### src/rtl/ps2_receiver_if.sv
// PS/2 receive-side bus bundle: the shared psclk/psdata lines and inhibit in,
// decoded byte and status strobes out.
interface ps2_receiver_if;
  logic       psclk;
  logic       psdata;
  logic       inhibit;
  logic [7:0] data;
  logic       dataValid;
  logic       parityErr;
  logic       frameErr;
  logic       busy;

  modport master (
    output psclk, psdata, inhibit,
    input  data, dataValid, parityErr, frameErr, busy
  );

  modport slave (
    input  psclk, psdata, inhibit,
    output data, dataValid, parityErr, frameErr, busy
  );
endinterface

### src/rtl/ps2_receiver.sv
// PS/2 device-to-host frame receiver: start, 8 data bits LSB first, odd parity, stop.
// Optional mid-frame idle timeout enabled by defining PS2_RX_TIMEOUT_EN.
//
// state  | meaning
// IDLE   | waiting for a start bit (falling psclk edge with psdata low)
// DATA   | shifting in the 8 data bits
// PARITY | capturing the parity bit
// STOP   | checking the stop bit and reporting the frame outcome
module ps2_receiver #(
  parameter int unsigned TIMEOUT_CYCLES = 2000
) (
  input logic          slowClk,
  input logic          reset,
  ps2_receiver_if.slave bus
);

  // The idle counter is 16 bits wide and must outlast a full bit period.
  if (TIMEOUT_CYCLES < 2 || TIMEOUT_CYCLES > 65536) begin : g_tmo_range
    $error("ps2_receiver: TIMEOUT_CYCLES out of range");
  end

  typedef enum logic [1:0] {
    S_IDLE   = 2'd0,
    S_DATA   = 2'd1,
    S_PARITY = 2'd2,
    S_STOP   = 2'd3
  } state_t;

  state_t     state_q, state_d;
  logic [2:0] bit_cnt_q, bit_cnt_d;
  logic [7:0] shift_q, shift_d;
  logic       parity_q, parity_d;
  logic [7:0] data_q, data_d;
  logic       valid_q, valid_d;
  logic       par_err_q, par_err_d;
  logic       frm_err_q, frm_err_d;

  logic clk_meta_q, clk_sync_q, clk_prev_q;
  logic dat_meta_q, dat_sync_q;
  logic fall;

`ifdef PS2_RX_TIMEOUT_EN
  localparam logic [15:0] TMO_LOAD = 16'(TIMEOUT_CYCLES - 1);
  logic [15:0] tmo_cnt_q, tmo_cnt_d;
`endif

  // Synchronizers reset to the pulled-up idle level so reset never fakes an edge.
  always_ff @(posedge slowClk or posedge reset) begin
    if (reset) begin
      clk_meta_q <= 1'b1;
      clk_sync_q <= 1'b1;
      clk_prev_q <= 1'b1;
      dat_meta_q <= 1'b1;
      dat_sync_q <= 1'b1;
    end else begin
      clk_meta_q <= bus.psclk;
      clk_sync_q <= clk_meta_q;
      clk_prev_q <= clk_sync_q;
      dat_meta_q <= bus.psdata;
      dat_sync_q <= dat_meta_q;
    end
  end

  assign fall = clk_prev_q & ~clk_sync_q;

  always_ff @(posedge slowClk or posedge reset) begin
    if (reset) begin
      state_q   <= S_IDLE;
      bit_cnt_q <= '0;
      shift_q   <= '0;
      parity_q  <= 1'b0;
      data_q    <= '0;
      valid_q   <= 1'b0;
      par_err_q <= 1'b0;
      frm_err_q <= 1'b0;
`ifdef PS2_RX_TIMEOUT_EN
      tmo_cnt_q <= TMO_LOAD;
`endif
    end else begin
      state_q   <= state_d;
      bit_cnt_q <= bit_cnt_d;
      shift_q   <= shift_d;
      parity_q  <= parity_d;
      data_q    <= data_d;
      valid_q   <= valid_d;
      par_err_q <= par_err_d;
      frm_err_q <= frm_err_d;
`ifdef PS2_RX_TIMEOUT_EN
      tmo_cnt_q <= tmo_cnt_d;
`endif
    end
  end

  always_comb begin
    state_d   = state_q;
    bit_cnt_d = bit_cnt_q;
    shift_d   = shift_q;
    parity_d  = parity_q;
    data_d    = data_q;
    valid_d   = 1'b0;
    par_err_d = 1'b0;
    frm_err_d = 1'b0;
`ifdef PS2_RX_TIMEOUT_EN
    tmo_cnt_d = tmo_cnt_q;
`endif

    if (bus.inhibit) begin
      state_d   = S_IDLE;
      bit_cnt_d = '0;
`ifdef PS2_RX_TIMEOUT_EN
      tmo_cnt_d = TMO_LOAD;
`endif
    end else if (fall) begin
`ifdef PS2_RX_TIMEOUT_EN
      tmo_cnt_d = TMO_LOAD;
`endif
      case (state_q)
        S_IDLE: begin
          if (!dat_sync_q) begin
            state_d   = S_DATA;
            bit_cnt_d = '0;
          end
        end
        S_DATA: begin
          shift_d   = {dat_sync_q, shift_q[7:1]};
          bit_cnt_d = bit_cnt_q + 3'd1;
          if (bit_cnt_q == 3'd7) state_d = S_PARITY;
        end
        S_PARITY: begin
          parity_d = dat_sync_q;
          state_d  = S_STOP;
        end
        S_STOP: begin
          state_d = S_IDLE;
          if (!dat_sync_q) begin
            frm_err_d = 1'b1;
          end else if (^{shift_q, parity_q}) begin
            data_d  = shift_q;
            valid_d = 1'b1;
          end else begin
            par_err_d = 1'b1;
          end
        end
        default: state_d = S_IDLE;
      endcase
    end
`ifdef PS2_RX_TIMEOUT_EN
    else if (state_q != S_IDLE) begin
      if (tmo_cnt_q == '0) begin
        state_d   = S_IDLE;
        bit_cnt_d = '0;
        frm_err_d = 1'b1;
      end else begin
        tmo_cnt_d = tmo_cnt_q - 16'd1;
      end
    end
`endif
  end

  assign bus.data      = data_q;
  assign bus.dataValid = valid_q;
  assign bus.parityErr = par_err_q;
  assign bus.frameErr  = frm_err_q;
  assign bus.busy      = (state_q != S_IDLE);

endmodule

### src/flat_wrapper.sv
// flat-port wrapper written by rule: the top's interface ports become plain ports
module ps2_receiver_flat 
#(
  parameter int unsigned TIMEOUT_CYCLES = 2000
)
  (slowClk, reset, bus_psclk, bus_psdata, bus_inhibit, bus_data, bus_dataValid, bus_parityErr, bus_frameErr, bus_busy);
  ps2_receiver_if bus_i ();
  input logic slowClk;
  input logic reset;
  input wire logic [$bits(bus_i.psclk)-1:0] bus_psclk;
  input wire logic [$bits(bus_i.psdata)-1:0] bus_psdata;
  input wire logic [$bits(bus_i.inhibit)-1:0] bus_inhibit;
  output wire logic [$bits(bus_i.data)-1:0] bus_data;
  output wire logic [$bits(bus_i.dataValid)-1:0] bus_dataValid;
  output wire logic [$bits(bus_i.parityErr)-1:0] bus_parityErr;
  output wire logic [$bits(bus_i.frameErr)-1:0] bus_frameErr;
  output wire logic [$bits(bus_i.busy)-1:0] bus_busy;
  assign bus_i.psclk = bus_psclk;
  assign bus_i.psdata = bus_psdata;
  assign bus_i.inhibit = bus_inhibit;
  assign bus_data = bus_i.data;
  assign bus_dataValid = bus_i.dataValid;
  assign bus_parityErr = bus_i.parityErr;
  assign bus_frameErr = bus_i.frameErr;
  assign bus_busy = bus_i.busy;
  ps2_receiver #(.TIMEOUT_CYCLES(TIMEOUT_CYCLES)) u_core (.slowClk(slowClk), .reset(reset), .bus(bus_i));
endmodule
### config.mk
export PLATFORM = sky130hd
export DESIGN_NAME = ps2_receiver_flat
export DESIGN_NICKNAME = d
export VERILOG_FILES = /design/src/rtl/ps2_receiver_if.sv /design/src/rtl/ps2_receiver.sv /design/src/flat_wrapper.sv
export SDC_FILE = /design/constraint.sdc
export NUM_CORES = 1
export LEC_CHECK = 0
export CAP_MARGIN = 0
export CELL_PAD_IN_SITES_DETAIL_PLACEMENT = 1
export CELL_PAD_IN_SITES_GLOBAL_PLACEMENT = 1
export CORE_MARGIN = 2
export CORE_UTILIZATION = 35
export CTS_BUF_LIST = sky130_fd_sc_hd__clkbuf_8
export CTS_CLUSTER_DIAMETER = 150
export DETAILED_ROUTE_END_ITERATION = 7
export MAX_ROUTING_LAYER = met4
export PLACE_DENSITY = 0.7
export SYNTH_ARGS = -nofsm -noshare
export SYNTH_HDL_FRONTEND = slang
export SYNTH_SLANG_ARGS = --single-unit
### constraint.sdc
create_clock -name slowClk -period 5 [get_ports slowClk]
set_clock_uncertainty 0.1 [all_clocks]
set_input_delay 1.25 -clock slowClk [delete_from_list [all_inputs] [get_ports slowClk]]
set_output_delay 1.25 -clock slowClk [all_outputs]
set_load 0.01 [all_outputs]
# Word-level counts from Yosys, hierarchy flattened
# Index checks and enable logic that the tools add are counted.
[totals]
rom_bits = 0
latchBits = 0
regBits = 30
memories = 0
in_bits = 5
ram_bits = 0
output_inout_bits = 12
[op_classes]
n_bitwise = 3
add_sub_neg = 1
multipliers = 0
n_mux = 23
magnitude_cmp = 0
n_reduce_logical = 10
n_div = 0
eq_ne = 6
shift = 0
[ops]
columns = ["operator", "count"]
rows = [
  ["2-to-1 mux 1 bit", 14],
  ["AND reduction 3 bit", 4],
  ["2-to-1 mux 3 bit", 3],
  ["parity 9 bit", 1],
  ["2-to-1 mux 2 bit", 4],
  ["case mux 2 bit (4 select lines)", 1],
  ["case mux 3 bit (2 select lines)", 1],
  ["AND reduction 5 bit", 1],
  ["== test 2 bit, second input constant", 2],
  ["nonzero test 2 bit", 2],
  ["adder 3 x 1 -> 3 bit, second input constant", 1],
  ["== test 3 bit, second input constant", 1],
  ["!= test 3 x 2 -> 1 bit, second input constant", 1],
  ["!= test 3 bit, second input constant", 1],
  ["nonzero test 3 bit", 1],
  ["== test 2 x 1 -> 1 bit, second input constant", 1],
  ["logical NOT 2 bit", 1],
  ["NOT 1 bit", 2],
  ["AND 1 bit", 1],
]

# Logic depth before layout (Yosys ltp)
[depth]
depth_word = 6
depth_mapped = 7
mapped_depth_nobuf = 7

# Worst setup path before layout
# Ideal clock, no wire load.
[synth_timing]
path_kind = "input-to-reg"
start = "input port bus_inhibit"
end = "register u_core.data_q[0], in the netlist u_core.bus.data[0]"
setup_slack_ns = 2.484
arrival_ns = 2.291
t_required_ns = 4.775
cell_stages = 4
path_cell_list = "nor2_1 -> nand4_1 -> mux2i_4 -> mux2_2"
[synth_between]
elab_chain_len = 2
[synth_lines]
columns = ["item", "line", "rtl"]
rows = [
  ["start, declared", "flat_wrapper.sv:12", "input wire logic [$bits(bus_i.inhibit)-1:0] bus_inhibit;"],
  ["NOT 1 bit (no source line)", "-", ""],
  ["AND reduction 5 bit (no source line)", "-", ""],
  ["end signal, assigned", "ps2_receiver.sv:84", "data_q <= data_d;"],
  ["end, declared", "ps2_receiver.sv:33", "logic [7:0] data_q, data_d;"],
]
# Every way passes these cells.
# A chain may end at the register's enable or synchronous reset.

# Worst setup path in the final report
[layout_timing]
start = "register u_core.state_q[0]"
end = "output port bus_busy"
[layout_between]
elab_chain_len = 1
[layout_lines]
columns = ["item", "line", "rtl"]
rows = [
  ["start, declared", "ps2_receiver.sv:29", "state_t state_q, state_d;"],
  ["start signal, assigned", "ps2_receiver.sv:80", "state_q <= state_d;"],
  ["nonzero test 2 bit", "ps2_receiver.sv:164", "assign bus.busy = (state_q != S_IDLE);"],
  ["end, declared", "flat_wrapper.sv:17", "output wire logic [$bits(bus_i.busy)-1:0] bus_busy;"],
]
# Every way passes these cells.

==> results_dict.tcl <==
set metrics [dict create \
    design.die.area_um2 4240 \
    start_kind "flip-flop" \
    post-route-period-util_pct 59.4 \
    cp.required_ns 3.65 \
    min_path_type "reg2reg" \
    via_per_inst 4.67 \
    synth_area_leaders "dfrtp_1, mux2_2, dfstp_2, ha_1, xnor2_1" \
    syn_to_final_growth_pct 24.3 \
    rows 22 \
    finalPower_uw 522 \
    clk_latency_ns 0.28 \
    grt_antenna_before_repair 0 \
    min_to "u_core.clk_sync_q" \
    crit_slowest_cell "clkdlybuf4s50_1" \
    worstMarginPinSlew_ns 0.365 \
    grt_usage_pct 14.3 \
    drtIter0Drc 12 \
    pwr-share-comb_pct 11.8 \
    seq_power_share_pct 50.6 \
    vias 803 \
    slew_headroom_pct 75.2 \
    pin_count 17 \
    clkTransAtPathRegs_ns 0.06 \
    port_buffers 16 \
    cts_tree "yes" \
    netlist_area_um2 1310 \
    regToRegStartpoint "u_core.shift_q[2]" \
    syn_nets 112 \
    synth_top_area_share_pct 47.9 \
    max_freq_mhz 336 \
    critical-path-max-stage-delay_ns 0.53 \
    final_cells 172 \
    numCtsBuffers 5 \
    finalCriticalPeriod_ns 2.97 \
    routed_wl_um 2280 \
    clk_path_buf_depth 2 \
    finalSetupTns_ns 0 \
    fin_nets 135 \
    rsz0062_at_grt "false" \
    p_leak_uw 0.000750 \
    drtAntennaViolNets 0 \
    grt_max_degree 23 \
    detailedPlace.worstSlack_ns 1.72 \
    n_antenna_cell 0 \
    grt_pass1_wl_um 4270 \
    dpl.cell_count 164 \
    crit_fanout 4 \
    layout_common_cells "dfrtp_1, clkdlybuf4s50_1, mux2_2" \
    layout-drive-gt1-share_pct 24.2 \
    fp.dieW_um 65.1 \
    crit_chain "inv_1 > ha_1 > inv_1 > clkdlybuf4s50_1" \
    holdBufCountCts 0 \
    detailed_place_hpwl_um 1590 \
    cts_resized 0 \
    synthDistinctLibCells 22 \
    place_congestion 0.774 \
    hold_path_depth 0 \
    critical_path.most_common_cell "inv_1" \
    yosysSeqAreaShare_pct 58.0 \
    hp-start "u_core.clk_meta_q" \
    dr.pass1.iters 4 \
    outcome "complete, no violations" \
    p_sw_share_pct 24.7 \
    post-route-util_pct 44.7 \
    peakVddDrop_mv 0.180 \
    cts_root_buf "clkbuf_8" \
    r2r_end "u_core.bus.data[6]" \
    hold_viol_final 0 \
    netlist_instances 100 \
    synth_warnings 0 \
    cp.buffers_inverters 3 \
    setup_viol 0 \
    layout_commonest_cell "dfrtp_1" \
    drv_cap 0 \
    core_um2 3630 \
    die_h_um 65.1 \
    syn_avg_cell_area_um2 13.1 \
    worstSetupEndpointType "output port" \
    final_max_slew_viol_count 0 \
    h-tree-depth 2 \
    final.setup.worst_slack_ns 2.03 \
    path_class "reg2out" \
    crit_arrival_ns 1.62 \
    grt_pass1_vias 906 \
    synth_seq_cells 30 \
    cp_top_family "buffers and inverters" \
    power.share.clock_pct 37.5 \
    grt-ovfl-total 0 \
    yosysTopAreaCell "dfrtp_1" \
    clkSinkCount 30 \
    power.density_nw_per_um2 322 \
    cts_setup_buffers 0 \
    cp-startpoint "u_core.state_q[0]" \
    worst_r2r_path_depth 5 \
    post_drt_wl_per_cell_um 13.3 \
    power_switching_uw 129 \
    r2r_slack_ns 2.87 \
    drc_errors 0 \
    p_int_uw 393 \
    initial_core_util_pct 36.0 \
]
power groups by stage:
stage                     logic, uW  clock network [uW]  registers [uW]
after floorplan                50.8                   0             265
after global placement         60.9                   0             268
after detailed placement       63.0                   0             269
after CTS                      63.3                 202             265
after global routing           69.3                 218             267
final                          61.9                 196             264
through the flow:
stage,area (um2),hold slack (ns)
floorplan,1310,0.245
global placement,1530,0.246
detailed placement,1530,0.249
CTS,1620,0.258
global route,1620,0.265
finish,1620,0.257
worst max-delay path by stage:
stage / endpoint / slack [ns] / cells after the start
3_3_place_gp: u_core.bus.data[0] / 1.81 / 5
3_5_place_dp: u_core.bus.data[6] / 1.72 / 5
5_1_grt: u_core.bus.data[6] / 1.87 / 5
4_1_cts: bus_busy / 2.02 / 4
6_report: bus_busy / 2.03 / 4
2_1_floorplan: u_core.bus.data[0] / 2.48 / 4
synth_stat cells:
library cell   n
nand2b_1       1
o21ai_0        5
nand4_1        2
mux2i_1        1
dfrtp_1       25
a41oi_1        1
xnor2_2        1
ha_1           7
dfstp_2        5
nand2_1        9
mux2i_4        1
nand4b_1       1
a211oi_1       1
nor2_1         4
nor3_1         2
xnor2_1        7
a21oi_1        2
a32o_1         1
inv_1          6
mux2_2        15
nand3_1        1
clkbuf_1       2
layout make-up:
cell class / instances / area, um2
clock inverters: 2 / 7.51
repair buffers: 18 / 175
inverters: 6 / 22.5
flip-flops and latches: 30 / 757
well taps: 48 / 60.1
multi-input cells: 62 / 519
clock buffers: 6 / 82.6
fillers: 396 / 2010
routing by layer:
| layer | global-route usage [%] | routed length (um) |
|---|---|---|
| met1 | 18.2 | 1120 |
| met2 | 19.8 | 1010 |
| met3 | 6.16 | 100 |
| met4 | 6.25 | 52 |
| met5 | - | 0 |
state kept, by name (all words and copies together) (netlist names):
signal / flops
u_core.clk_meta_q: 1
u_core.parity_q: 1
u_core.state_q: 2
u_core.clk_sync_q: 1
u_core.bit_cnt_q: 3
u_core.dat_meta_q: 1
u_core.dat_sync_q: 1
u_core.bus.parityErr: 1
u_core.bus.data: 8
u_core.shift_q: 8
u_core.clk_prev_q: 1
u_core.bus.frameErr: 1
u_core.bus.dataValid: 1
cell families (layout without fill, tap and decap cells):
family                   count (synthesis)  count (layout)  share of synthesized area (%)
multiplexers                            17              17                           15.4
XOR/XNOR                                 8               8                           5.94
adder cells (fa/ha/maj)                  7               7                           6.70
AND/OR/NAND/NOR                         20              20                           6.99
flip-flops                              30              30                           58.0
AO/OA/AOI/OAI                           10              10                           4.69
buffers and inverters                    8              32                           2.30
Note: power is estimated with default switching activity, not from simulation.
